<file path="config.mk">
export PLATFORM = sky130hd
export DESIGN_NAME = eq2_sop_cmp_flat
export DESIGN_NICKNAME = d
export VERILOG_FILES = /design/src/rtl/eq2_sop_cmp_if.sv /design/src/rtl/eq2_sop_cmp.sv /design/src/flat_wrapper.sv
export SDC_FILE = /design/constraint.sdc
export NUM_CORES = 1
export LEC_CHECK = 0
export ABC_AREA = 1
export BUFFER_PORTS_ARGS = -buffer_cell sky130_fd_sc_hd__buf_2
export CORE_AREA = 3 3 40 42
export DETAILED_ROUTE_END_ITERATION = 8
export DIE_AREA = 0 0 43 45
export HOLD_SLACK_MARGIN = 0.02
export PLACE_DENSITY_LB_ADDON = 0.2
export REMOVE_ABC_BUFFERS = 1
export SLEW_MARGIN = 10
export SYNTH_ARGS = -nofsm -noshare
export SYNTH_HDL_FRONTEND = slang
export SYNTH_SLANG_ARGS = --single-unit
</file>
<file path="constraint.sdc">
create_clock -name clk -period 0.8 [get_ports clk]
set_input_delay 0 -clock clk [delete_from_list [all_inputs] [get_ports clk]]
set_output_delay 0 -clock clk [all_outputs]
set_load 0.01 [all_outputs]
</file>
<file path="src/rtl/eq2_sop_cmp_if.sv">
// Operand/result bundle for the registered 2-bit SOP equality comparator.
// There is no handshake: operands are sampled on every rising clock edge and results follow one edge later.
interface eq2_sop_cmp_if;
    logic [1:0] a;
    logic [1:0] b;
    logic       aeqb;
    logic [3:0] pterm;

    modport master (
        output a,
        output b,
        input  aeqb,
        input  pterm
    );

    modport slave (
        input  a,
        input  b,
        output aeqb,
        output pterm
    );
endinterface

</file>
<file path="src/rtl/eq2_sop_cmp.sv">
// Registered 2-bit equality comparator coded as an explicit sum of four minterm products.
// The pterm output exposes the registered product terms for debug and checking.
module eq2_sop_cmp (
    input  logic          clk,
    input  logic          reset,
    eq2_sop_cmp_if.slave  cmp
);
    logic       a1;
    logic       a0;
    logic       b1;
    logic       b0;
    logic [3:0] p;
    logic       eq_next;
    logic       aeqb_q;
    logic [3:0] pterm_q;

    assign a1 = cmp.a[1];
    assign a0 = cmp.a[0];
    assign b1 = cmp.b[1];
    assign b0 = cmp.b[0];

    // One minterm per operand value; at most one can be true for any input pair.
    assign p[0] = ~a1 & ~a0 & ~b1 & ~b0;
    assign p[1] = ~a1 &  a0 & ~b1 &  b0;
    assign p[2] =  a1 & ~a0 &  b1 & ~b0;
    assign p[3] =  a1 &  a0 &  b1 &  b0;

    assign eq_next = p[0] | p[1] | p[2] | p[3];

    always_ff @(posedge clk) begin
        if (reset) begin
            aeqb_q  <= 1'b0;
            pterm_q <= 4'b0000;
        end else begin
            aeqb_q  <= eq_next;
            pterm_q <= {p[3], p[2], p[1], p[0]};
        end
    end

    assign cmp.aeqb  = aeqb_q;
    assign cmp.pterm = pterm_q;
endmodule

</file>
<file path="src/flat_wrapper.sv">
// flat-port wrapper written by rule: the top's interface ports become plain ports
module eq2_sop_cmp_flat 
  (clk, reset, cmp_a, cmp_b, cmp_aeqb, cmp_pterm);
  eq2_sop_cmp_if cmp_i ();
  input  logic clk;
  input  logic reset;
  input wire logic [$bits(cmp_i.a)-1:0] cmp_a;
  input wire logic [$bits(cmp_i.b)-1:0] cmp_b;
  output wire logic [$bits(cmp_i.aeqb)-1:0] cmp_aeqb;
  output wire logic [$bits(cmp_i.pterm)-1:0] cmp_pterm;
  assign cmp_i.a = cmp_a;
  assign cmp_i.b = cmp_b;
  assign cmp_aeqb = cmp_i.aeqb;
  assign cmp_pterm = cmp_i.pterm;
  eq2_sop_cmp u_core (.clk(clk), .reset(reset), .cmp(cmp_i));
endmodule
</file>
* After elaboration in Yosys (flattened, before gate mapping)
Cells that the tools add are included.
Operators by class: bitwise logic cells 19
Operators by type and width (count):
- $and A1 B1 Y1 | 12
- $not A1 Y1 | 4
- $or A1 B1 Y1 | 3
Storage, ports and cells: word-level logic and storage cells 21, flip-flop bits (word level) 5, input bits 6

* Longest topological paths before layout
Gate-level depths: netlist of the first run.
word-level depth 7, mapped depth 5, gate-level depth less buffers 5

* Worst setup path after synthesis of the first run
Ideal clock, no wire load.
path type input -> register, start in cmp_a[1], end reg u_core.pterm_q[0] (netlist: u_core.cmp.pterm[0]), arrival 0.304 ns, path slack 0.432 ns, required time 0.736 ns, setup time 0.064 ns, cell stages on the path 2, path through or2_1 -> nor2_1
Between the ends: longest elaborated chain between the ends 4
Ends and longest elaborated chain:
- start: declaration | line flat_wrapper.sv:7 | input wire logic [$bits(cmp_i.a)-1:0] cmp_a;
- $not A1 Y1 | line eq2_sop_cmp.sv:23 | assign p[0] = ~a1 & ~a0 & ~b1 & ~b0;
- $and A1 B1 Y1 (3 in a row) | line eq2_sop_cmp.sv:23
- end signal: assignment | line eq2_sop_cmp.sv:36 | pterm_q <= {p[3], p[2], p[1], p[0]};
- end: declaration | line eq2_sop_cmp.sv:15 | logic [3:0] pterm_q;
No other way between the ends. A chain may end at the register's enable or synchronous reset.

* Worst setup path in the final report of the first run
start reg u_core.pterm_q[0] (netlist: u_core.cmp.pterm[0]), end out cmp_pterm[0]
RTL lines:
- end: declaration | line flat_wrapper.sv:10 | output wire logic [$bits(cmp_i.pterm)-1:0] cmp_pterm;
No word-level cell between the ends.

==> out/results.tsv, run 1 <==
metric	value	unit
area_fraction_in_compound_gates_after_synthesis	0	%
track_usage	4.09	%
post_synth.cell_area_avg	7.91	um2
synth_area	174	um2
yosys.cell_types.count	7	
numClockSinks	5	
nets	43	
endpoint_class_of_the_critical_path	primary output	
ant_nets	0	
critPathMaxFanout	1	
synth.top_cells.by_count	dfxtp_1, nand2_1, nor2_1, inv_1, nand3_1	
top_level_ports	11	
critPathKind	flop to primary output	
slowest_stage	dfxtp_1	
synth_largest_type_area_fraction	57.6	%
critical_path_required	800	ps
cts_repair_resize_count	0	
cts_buffer_depth	2	
synth_fa_ha_area_share	0	%
finalPower	582	uW
pwr-share-seq	44.3	%
int_pwr	466	uW
ys_warn_count	0	
post-cts-setup-buffers	0	
synthMuxAreaShare	0	%
drt-wirelength-per-cell	6.78	um
power_switching	115	uW
worst_hold_path_type	input port to flop	
power.density_cell_area	2160	nW/um2
fmax	1540	MHz
yosys_register_bits	5	
grt_max_degree	4	
fp.dieArea	1940	um2
floorplan.die.width	43	um
synth_top_cell_by_area	dfxtp_1	
async_reset_ff_share	0	%
core_area	1280	um2
power.combinational.fraction	8.6	%
htree_levels	1	
via_count_of_the_first_global_routing_pass	162	
switching_power_as_a_share_of_total_power	19.8	%
post-route-min-period	649	ps
grt_antenna_before_repair	0	
slowest_delay	300	ps
p_leak	0.147	nW
synth.yosys.seq_area_share	57.6	%
timing.max_slew.rel_slack	92.5	%
synth_top_flop_cell	dfxtp_1	
pwr-share-clk	47.1	%
synth.top_cells.by_area	dfxtp_1, nand2_1, nor2_1	
hold_violations	0	
post_route_cells_drive_above_1_share	36.1	%
yosys.area_share.simple	30.9	%
wl	346	um
startpoint_of_the_lowest_slack_hold_path	reset	
startpoint_type_of_the_worst_setup_path	flop	
synth_xor_xnor_area_share	5.04	%
dr_total_vias	168	
postCtsHoldBufs	0	
sequential_cell_area	100	um2
multi_input_area	62.6	um2
setup_viol	0	
slew_viol_final	0	
maxCapViolCount	0	
worst_case_vdd_ir_drop	0.314	mV
worst_slew_pin_slew	112	ps
drt_iter0_drc	1	
globalRoute.totalOverflow	0	
worst_path_buf_inv	1	
grt_first_pass_wirelength	552	um
critical_path_arrival	650	ps
die_height	45	um
run_status	finished, final reports clean	
mean_number_of_vias_per_cell	3.29	
unrepaired_setup_endpoints_after_global_routing	no	
cts_buffers	3	
hpwl	317	um
clk_pin_slew	40	ps
buffer_ports.inserted	10	
dominant_combinational_cell_family_by_area_after_synthesis	simple AND/OR/NAND/NOR gates	
setup-tns-final	0	ps
critPathLaunch	u_core.cmp.pterm[0]	
gpl.final_weighted_congestion	0.604	
synth_edf_count	0	
synth_cells	22	
post-route-drc-count	0	
worstPathCellList	buf_2	
number_of_antenna_cells_inserted	0	
fillerInstances	148	
initial_utilization	13.5	%
timing.final.crit_share	81.1	%
crit_family	flip-flops	
syn_to_final_growth	54.7	%
cts_tree	yes	
ctsRootBufferMaster	clkbuf_4	
row_count	13	
detail_route.first_pass.iterations	2	
==> cells in the final DEF (no fill, tap or decap), drive strengths merged <==
cell / instances
or2: 1
nor2: 5
inv: 3
dfxtp: 5
clkbuf: 4
nand2: 5
xor2: 1
nand3: 2
buf: 10
==> tightest hold or removal path, delay by kind of cell <==
kind	cells	cell delay [ps]
buffers and inverters	2	120
AND/OR/NAND/NOR	2	90
==> area by class of cell <==
class	instances	area share [%]
Clock buffer	4	9.77
Inverter	3	4.19
Multi-Input combinational cell	14	23.3
Sequential cell	5	37.2
Tap cell	15	6.98
Timing Repair Buffer	10	18.6
==> power by group through the flow <==
stage	combinational, mW	sequential [mW]	clock [mW]
finish	0.0503	0.258	0.274
global route	0.0585	0.258	0.297
CTS	0.0513	0.258	0.292
detailed placement	0.0512	0.262	0
global placement	0.0500	0.262	0
floorplan	0.0213	0.265	0
==> layer usage <==
metal  wire, um  global-route usage, %
met1        134                   4.12
met4          0                   7.23
met5          0                      0
met3         47                   1.20
met2        164                   5.09
==> flip-flops by register name (all words and copies together) (netlist names) <==
register,flops
u_core.cmp.pterm,4
u_core.cmp.aeqb,1
==> cells by family after synthesis <==
logic type / Yosys count
xor+xnor: 1
buf+inv: 3
simple gates: 13
flops: 5
==> final timing paths <==
kind | end | slack [ps] | cells after the start
max | cmp_pterm[0] | 150 | 1
min | u_core.cmp.aeqb | 30 | 4
==> per-stage QoR <==
stage	hold slack [ps]	setup slack, ps	utilization [%]	instances	area [um2]
3_3_place_gp	278	273	18.9	47	243
5_1_grt	55.6	121	20.9	51	269
3_5_place_dp	273	272	18.9	47	243
4_1_cts	21.3	131	20.9	51	269
2_1_floorplan	144	432	-	22	174
6_report	31.4	151	20.9	51	269
No activity file was read; power rests on OpenSTA's default activity.
==> run 2: changes to the inputs <==
--- a/config.mk
+++ b/config.mk
@@ -5,7 +5,7 @@
 export SDC_FILE = /design/constraint.sdc
 export NUM_CORES = 1
 export LEC_CHECK = 0
-export ABC_AREA = 1
+export ABC_AREA = 0
 export BUFFER_PORTS_ARGS = -buffer_cell sky130_fd_sc_hd__buf_2
 export CORE_AREA = 3 3 40 42
 export DETAILED_ROUTE_END_ITERATION = 8
==> run 2 against run 1 <==
Against the previous run: cell count shrank 9.8%; sequential power is essentially flat; fmax shrank 11%; cell area grew 6.0%; first-iteration DRC count grew to 3.0 times the previous value; clock power grew 3%; non-clock buffer count grew 2; critical path type is now input port to flop; total power grew 2.6%; utilization grew 1.3 points; highest routed layer unchanged.
==> out/results.tsv, run 2 <==
metric	value	unit	change
synth_cells	15		was 22
initial_utilization	12.7	%	was 13.5%
drt-wirelength-per-cell	7.37	um	was 6.78 um
final.setup.worst_slack	68.4	ps	was 151 ps
met1_usage	4.12	%	unchanged
critical_path_arrival	890	ps	was 650 ps
worst_hold_path_type	input port to flop		unchanged
via_count_of_the_first_global_routing_pass	165		was 162
synth_top_cell_by_area	dfxtp_1		unchanged
run_status	finished, final reports clean		unchanged
fp.dieArea	1940	um2	unchanged
whs_endpoint	u_core.cmp.pterm[3]		was u_core.cmp.aeqb
synth.top_cells.by_count	dfxtp_1, nor2_1, nor3_1, xor2_1		was dfxtp_1, nand2_1, nor2_1, inv_1, nand3_1
setup-tns-final	0	ps	unchanged
post_synth.cell_area_avg	10.8	um2	was 7.91 um2
ant_nets	0		unchanged
met2_usage	5.09	%	unchanged
track_usage	4.84	%	was 4.09%
post-cts-setup-buffers	0		unchanged
synth.top_cells.by_area	dfxtp_1, xor2_1, nor3_1		was dfxtp_1, nand2_1, nor2_1
die_height	45	um	unchanged
p_leak	0.140	nW	was 0.147 nW
synth_edf_count	0		unchanged
grt_antenna_before_repair	0		unchanged
slew_viol_final	0		unchanged
grt_max_degree	5		was 4
most_common_cell_after_layout_fill_and_taps_aside	buf_2		unchanged
top_level_ports	11		unchanged
drt_iter0_drc	3		was 1
most-common-layout-cells	buf_2, dfxtp_1, clkbuf_4		was buf_2, nand2_1, nor2_1, dfxtp_1
core_area	1280	um2	unchanged
setup_viol	0		unchanged
worst_path_buf_inv	2		was 1
critPathLaunch	cmp_a[0]		was u_core.cmp.pterm[0]
worst_slew_pin_slew	186	ps	was 112 ps
power.density_cell_area	2090	nW/um2	was 2160 nW/um2
row_count	13		unchanged
startpoint_of_the_lowest_slack_hold_path	cmp_a[0]		was reset
synth_largest_type_area_fraction	61.5	%	was 57.6%
post-route-min-period	732	ps	was 649 ps
gr-usage-met3	4.78	%	was 1.20%
cts_tree	yes		unchanged
critPathKind	input port to flop		was flop to primary output
number_of_antenna_cells_inserted	0		unchanged
worstPathCellList	buf_2 > dlygate4sd3_1 > nor3_1		was buf_2
post-route-drc-count	0		unchanged
gpl.final_weighted_congestion	0.713		was 0.604
mean_number_of_vias_per_cell	3.63		was 3.29
slowest_delay	580	ps	was 300 ps
placement.setup.worst_slack	100	ps	was 272 ps
detail_route.first_pass.iterations	4		was 2
crit_family	buffers and inverters		was flip-flops
endpoint_class_of_the_critical_path	flop		was primary output
synth_area	163	um2	was 174 um2
largest_register_ff_count	4		unchanged
async_reset_ff_share	0	%	unchanged
htree_levels	1		unchanged
fmax	1370	MHz	was 1540 MHz
hold_violations	0		unchanged
syn_to_final_growth	75.4	%	was 54.7%
maxCapViolCount	0		unchanged
critical_path_required	960	ps	was 800 ps
leading_cell_type_by_number_of_instances_after_synthesis	dfxtp_1		
fillerInstances	140		was 148
unrepaired_setup_endpoints_after_global_routing	no		unchanged
ctsRootBufferMaster	clkbuf_4		unchanged
synth_top_flop_cell	dfxtp_1		unchanged
grt_first_pass_wirelength	593	um	was 552 um
cts_buffer_depth	2		unchanged
dr_total_vias	167		was 168
post_route_cells_drive_above_1_share	41.9	%	was 36.1%
synth.yosys.seq_area_share	61.5	%	was 57.6%
final_core_utilization	22.2	%	was 20.9%
numClockSinks	5		unchanged
buffer_ports.inserted	10		unchanged
yosys_register_bits	5		unchanged
timing.max_slew.rel_slack	87.6	%	was 92.5%
cts_buffers	3		unchanged
wl	339	um	was 346 um
floorplan.die.width	43	um	unchanged
grt.busiest_layer	met4		unchanged
critPathMaxFanout	3		was 1
yosys.cell_types.count	8		was 7
worst_hold_path.num_cells	3		was 4
slowest_stage	dlygate4sd3_1		was dfxtp_1
worst_case_vdd_ir_drop	0.452	mV	was 0.314 mV
timing.final.crit_share	91.4	%	was 81.1%
nets	38		was 43
clk_pin_slew	40	ps	about the same
ys_warn_count	0		unchanged
globalRoute.totalOverflow	0		unchanged
startpoint_type_of_the_worst_setup_path	input port		was flop
==> run 2: per-stage QoR <==
stage	instances	instance area, um2	hold slack (ps)	power (mW)
after floorplan	15	163	69.0	0.282
after global placement	40	231	196	0.310
after detailed placement	40	231	196	0.311
after CTS	47	288	32.2	0.613
after global routing	46	285	48.1	0.649
final	46	285	42.9	0.597
==> run 2: layout make-up <==
class | count | area, um2 | area share (%)
flip-flops and latches | 5 | 100 | 35.1
repair buffers | 12 | 77.6 | 27.2
multi-input cells | 10 | 62.6 | 21.9
clock buffers | 4 | 26.3 | 9.21
well taps | 15 | 18.8 | 6.58
==> run 2: report_power, final <==
part,total (mW),switching [mW],internal [mW]
registers,0.258,0.00135,0.257
logic,0.0571,0.0261,0.0310
clock network,0.281,0.0935,0.188
total,0.597,0.121,0.476
==> run 2: what timing repair did <==
action / 4_1_cts / 5_1_grt
gates resized for setup: 0 / 1
setup endpoints to repair: 0 / 1
endpoints found under the hold margin: 3 / 0
hold buffers: 3 / 0
==> run 2: how the worst max path moves through the flow <==
stage | to | cells after the start
finish | u_core.cmp.pterm[2] | 3
global route | u_core.cmp.pterm[2] | 3
CTS | u_core.cmp.aeqb | 4
detailed placement | u_core.cmp.pterm[0] | 3
global placement | u_core.cmp.pterm[0] | 3
floorplan | u_core.cmp.pterm[0] | 2
==> run 2: cell families after synthesis <==
kind of cell / share of synthesized area, %
and+or+nand+nor: 27.7
DFF: 61.5
xor gates and xnor gates: 10.8
==> run 2: worst min-delay path, stage by stage <==
cell and delay, ps:
buf_2 120, nand2_1 70, nor2_1 40
==> run 2: layer usage <==
| layer | share of wire (%) | wire length [um] |
|---|---|---|
| met5 | 0 | 0 |
| met4 | 0 | 0 |
| met3 | 14 | 49 |
| met2 | 41 | 139 |
| met1 | 44 | 150 |
==> run 3: changes to the inputs <==
--- a/config.mk
+++ b/config.mk
@@ -10,7 +10,8 @@
 export CORE_AREA = 3 3 40 42
 export DETAILED_ROUTE_END_ITERATION = 8
 export DIE_AREA = 0 0 43 45
-export HOLD_SLACK_MARGIN = 0.02
+export HOLD_SLACK_MARGIN = 0.12
+export MAX_ROUTING_LAYER = met4
 export PLACE_DENSITY_LB_ADDON = 0.2
 export REMOVE_ABC_BUFFERS = 1
 export SLEW_MARGIN = 10
==> run 3 against run 2 <==
Against the previous run: the run now ends with negative hold slack left; combinational power increased by 1%; die area unchanged; global-route usage increased by 0.23 points; sequential share of layout area decreased by 0.60 points; hold slack got worse by 100 ps; via count increased by 3.6%; fmax decreased by 6.1%; setup slack got worse by 48 ps; non-clock buffer count unchanged; largest power group unchanged.
==> out/results.tsv, run 3 (synthesis gave the netlist of run 2 again) <==
metric	value	unit	change
slew_viol_final	0		unchanged
grt_antenna_before_repair	0		unchanged
startpoint_type_of_the_worst_setup_path	input port		unchanged
hold_slack	-58.7	ps	was 42.9 ps
critical_path_arrival	940	ps	was 890 ps
post-route-drc-count	0		unchanged
largest_register_ff_count	4		unchanged
ant_nets	0		unchanged
post_route_cells_drive_above_1_share	45.2	%	was 41.9%
wl	354	um	was 339 um
hold_violations	1		was 0
globalRoute.totalOverflow	0		unchanged
dr_total_vias	173		was 167
number_of_antenna_cells_inserted	0		unchanged
run_status	finished, violations left		was finished, final reports clean
row_count	13		unchanged
finalInstanceArea	290	um2	was 285 um2
critical_path_required	960	ps	about the same
numClockSinks	5		unchanged
postCtsHoldBufs	3		unchanged
grt_first_pass_wirelength	607	um	was 593 um
dpl_cell_area	231	um2	unchanged
critPathKind	input port to flop		unchanged
post-place-cells	40		unchanged
timing.final.crit_share	97.4	%	was 91.4%
clk_pin_slew	40	ps	about the same
endpoint_class_of_the_critical_path	flop		unchanged
fillerInstances	141		was 140
drt-wirelength-per-cell	7.70	um	was 7.37 um
initial_utilization	12.7	%	unchanged
worst_hold_path_type	input port to flop		unchanged
worst_hold_path.num_cells	2		was 3
whs_endpoint	u_core.cmp.aeqb		was u_core.cmp.pterm[3]
via_count_of_the_first_global_routing_pass	169		was 165
die_height	45	um	unchanged
most-common-layout-cells	buf_2, dfxtp_1, clkbuf_4		unchanged
top_level_ports	11		unchanged
cts_buffers	3		unchanged
track_usage	5.07	%	was 4.84%
fmax	1280	MHz	was 1370 MHz
critPathMaxFanout	3		unchanged
setup-tns-final	0	ps	unchanged
p_leak	0.139	nW	was 0.140 nW
layout.cells.non_filler	46		unchanged
floorplan.die.width	43	um	unchanged
grt_max_degree	5		unchanged
gpl.final_weighted_congestion	0.721		was 0.713
setup_viol	0		unchanged
worst_case_vdd_ir_drop	0.463	mV	was 0.452 mV
sequential_cell_area	100	um2	unchanged
drt_iter0_drc	1		was 3
timing.max_slew.rel_slack	85.7	%	was 87.6%
violations_in_the_final_reports	negative hold slack		
ctsRootBufferMaster	clkbuf_4		unchanged
placement.setup.worst_slack	100	ps	unchanged
worst_slew_pin_slew	214	ps	was 186 ps
mean_number_of_vias_per_cell	3.76		was 3.63
htree_levels	1		unchanged
finalPower	597	uW	about the same
cts_buffer_depth	2		unchanged
maxCapViolCount	0		unchanged
startpoint_of_the_lowest_slack_hold_path	reset		was cmp_a[0]
core_area	1280	um2	unchanged
final.setup.worst_slack	20.8	ps	was 68.4 ps
nets	38		unchanged
buffer_ports.inserted	10		unchanged
cts_tree	yes		unchanged
post-cts-setup-buffers	0		unchanged
multi_input_area	67.6	um2	was 62.6 um2
detail_route.first_pass.iterations	4		unchanged
most_common_cell_after_layout_fill_and_taps_aside	buf_2		unchanged
post-route-min-period	779	ps	was 732 ps
power.density_cell_area	2060	nW/um2	was 2090 nW/um2
syn_to_final_growth	78.5	%	was 75.4%
fp.dieArea	1940	um2	unchanged
final_core_utilization	22.6	%	was 22.2%
## run 3: cell types whose count changed in the layout (fill, tap and decap cells not counted)
cell,before,now
nor3_1,2,1
nor3_2,1,2
## run 3: how the worst max path moves through the flow
stage / start / to / depth (start not counted)
CTS: reset / u_core.cmp.pterm[2] / 4
global route: reset / u_core.cmp.pterm[2] / 4
floorplan: cmp_a[1] / u_core.cmp.pterm[0] / 2
finish: reset / u_core.cmp.pterm[2] / 4
detailed placement: cmp_a[1] / u_core.cmp.pterm[0] / 3
global placement: cmp_a[1] / u_core.cmp.pterm[0] / 3
## run 3: where the power goes
| group | switching, mW | internal (mW) |
|---|---|---|
| clock | 0.0931 | 0.188 |
| combinational | 0.0273 | 0.0304 |
| sequential | 0.00135 | 0.257 |
| total | 0.122 | 0.475 |
## run 3: layout make-up
class	count	share of cell area, %
flip-flops and latches	5	34.5
repair buffers	12	26.7
clock buffers	4	9.05
multi-input cells	10	23.3
well taps	15	6.47
## run 3: timing repair
action | 4_1_cts | 5_1_grt
gates resized for setup | 0 | 2
setup endpoints to repair | 0 | 2
hold endpoints to repair | 5 | 3
## run 3: metal layers
metal / up-vias / part of all wire, % / GRT usage (%)
li1: 83 / - / -
met1: 81 / 42 / 4.60
met2: 9 / 46 / 5.09
met3: 0 / 12 / 4.38
met4: 0 / 0 / 7.23
met5: - / 0 / -
## run 3: worst max-delay path, cell delays in order
cell and delay (ps):
buf_2 110, nand3b_1 140, dlygate4sd3_1 590, nor3_2 110
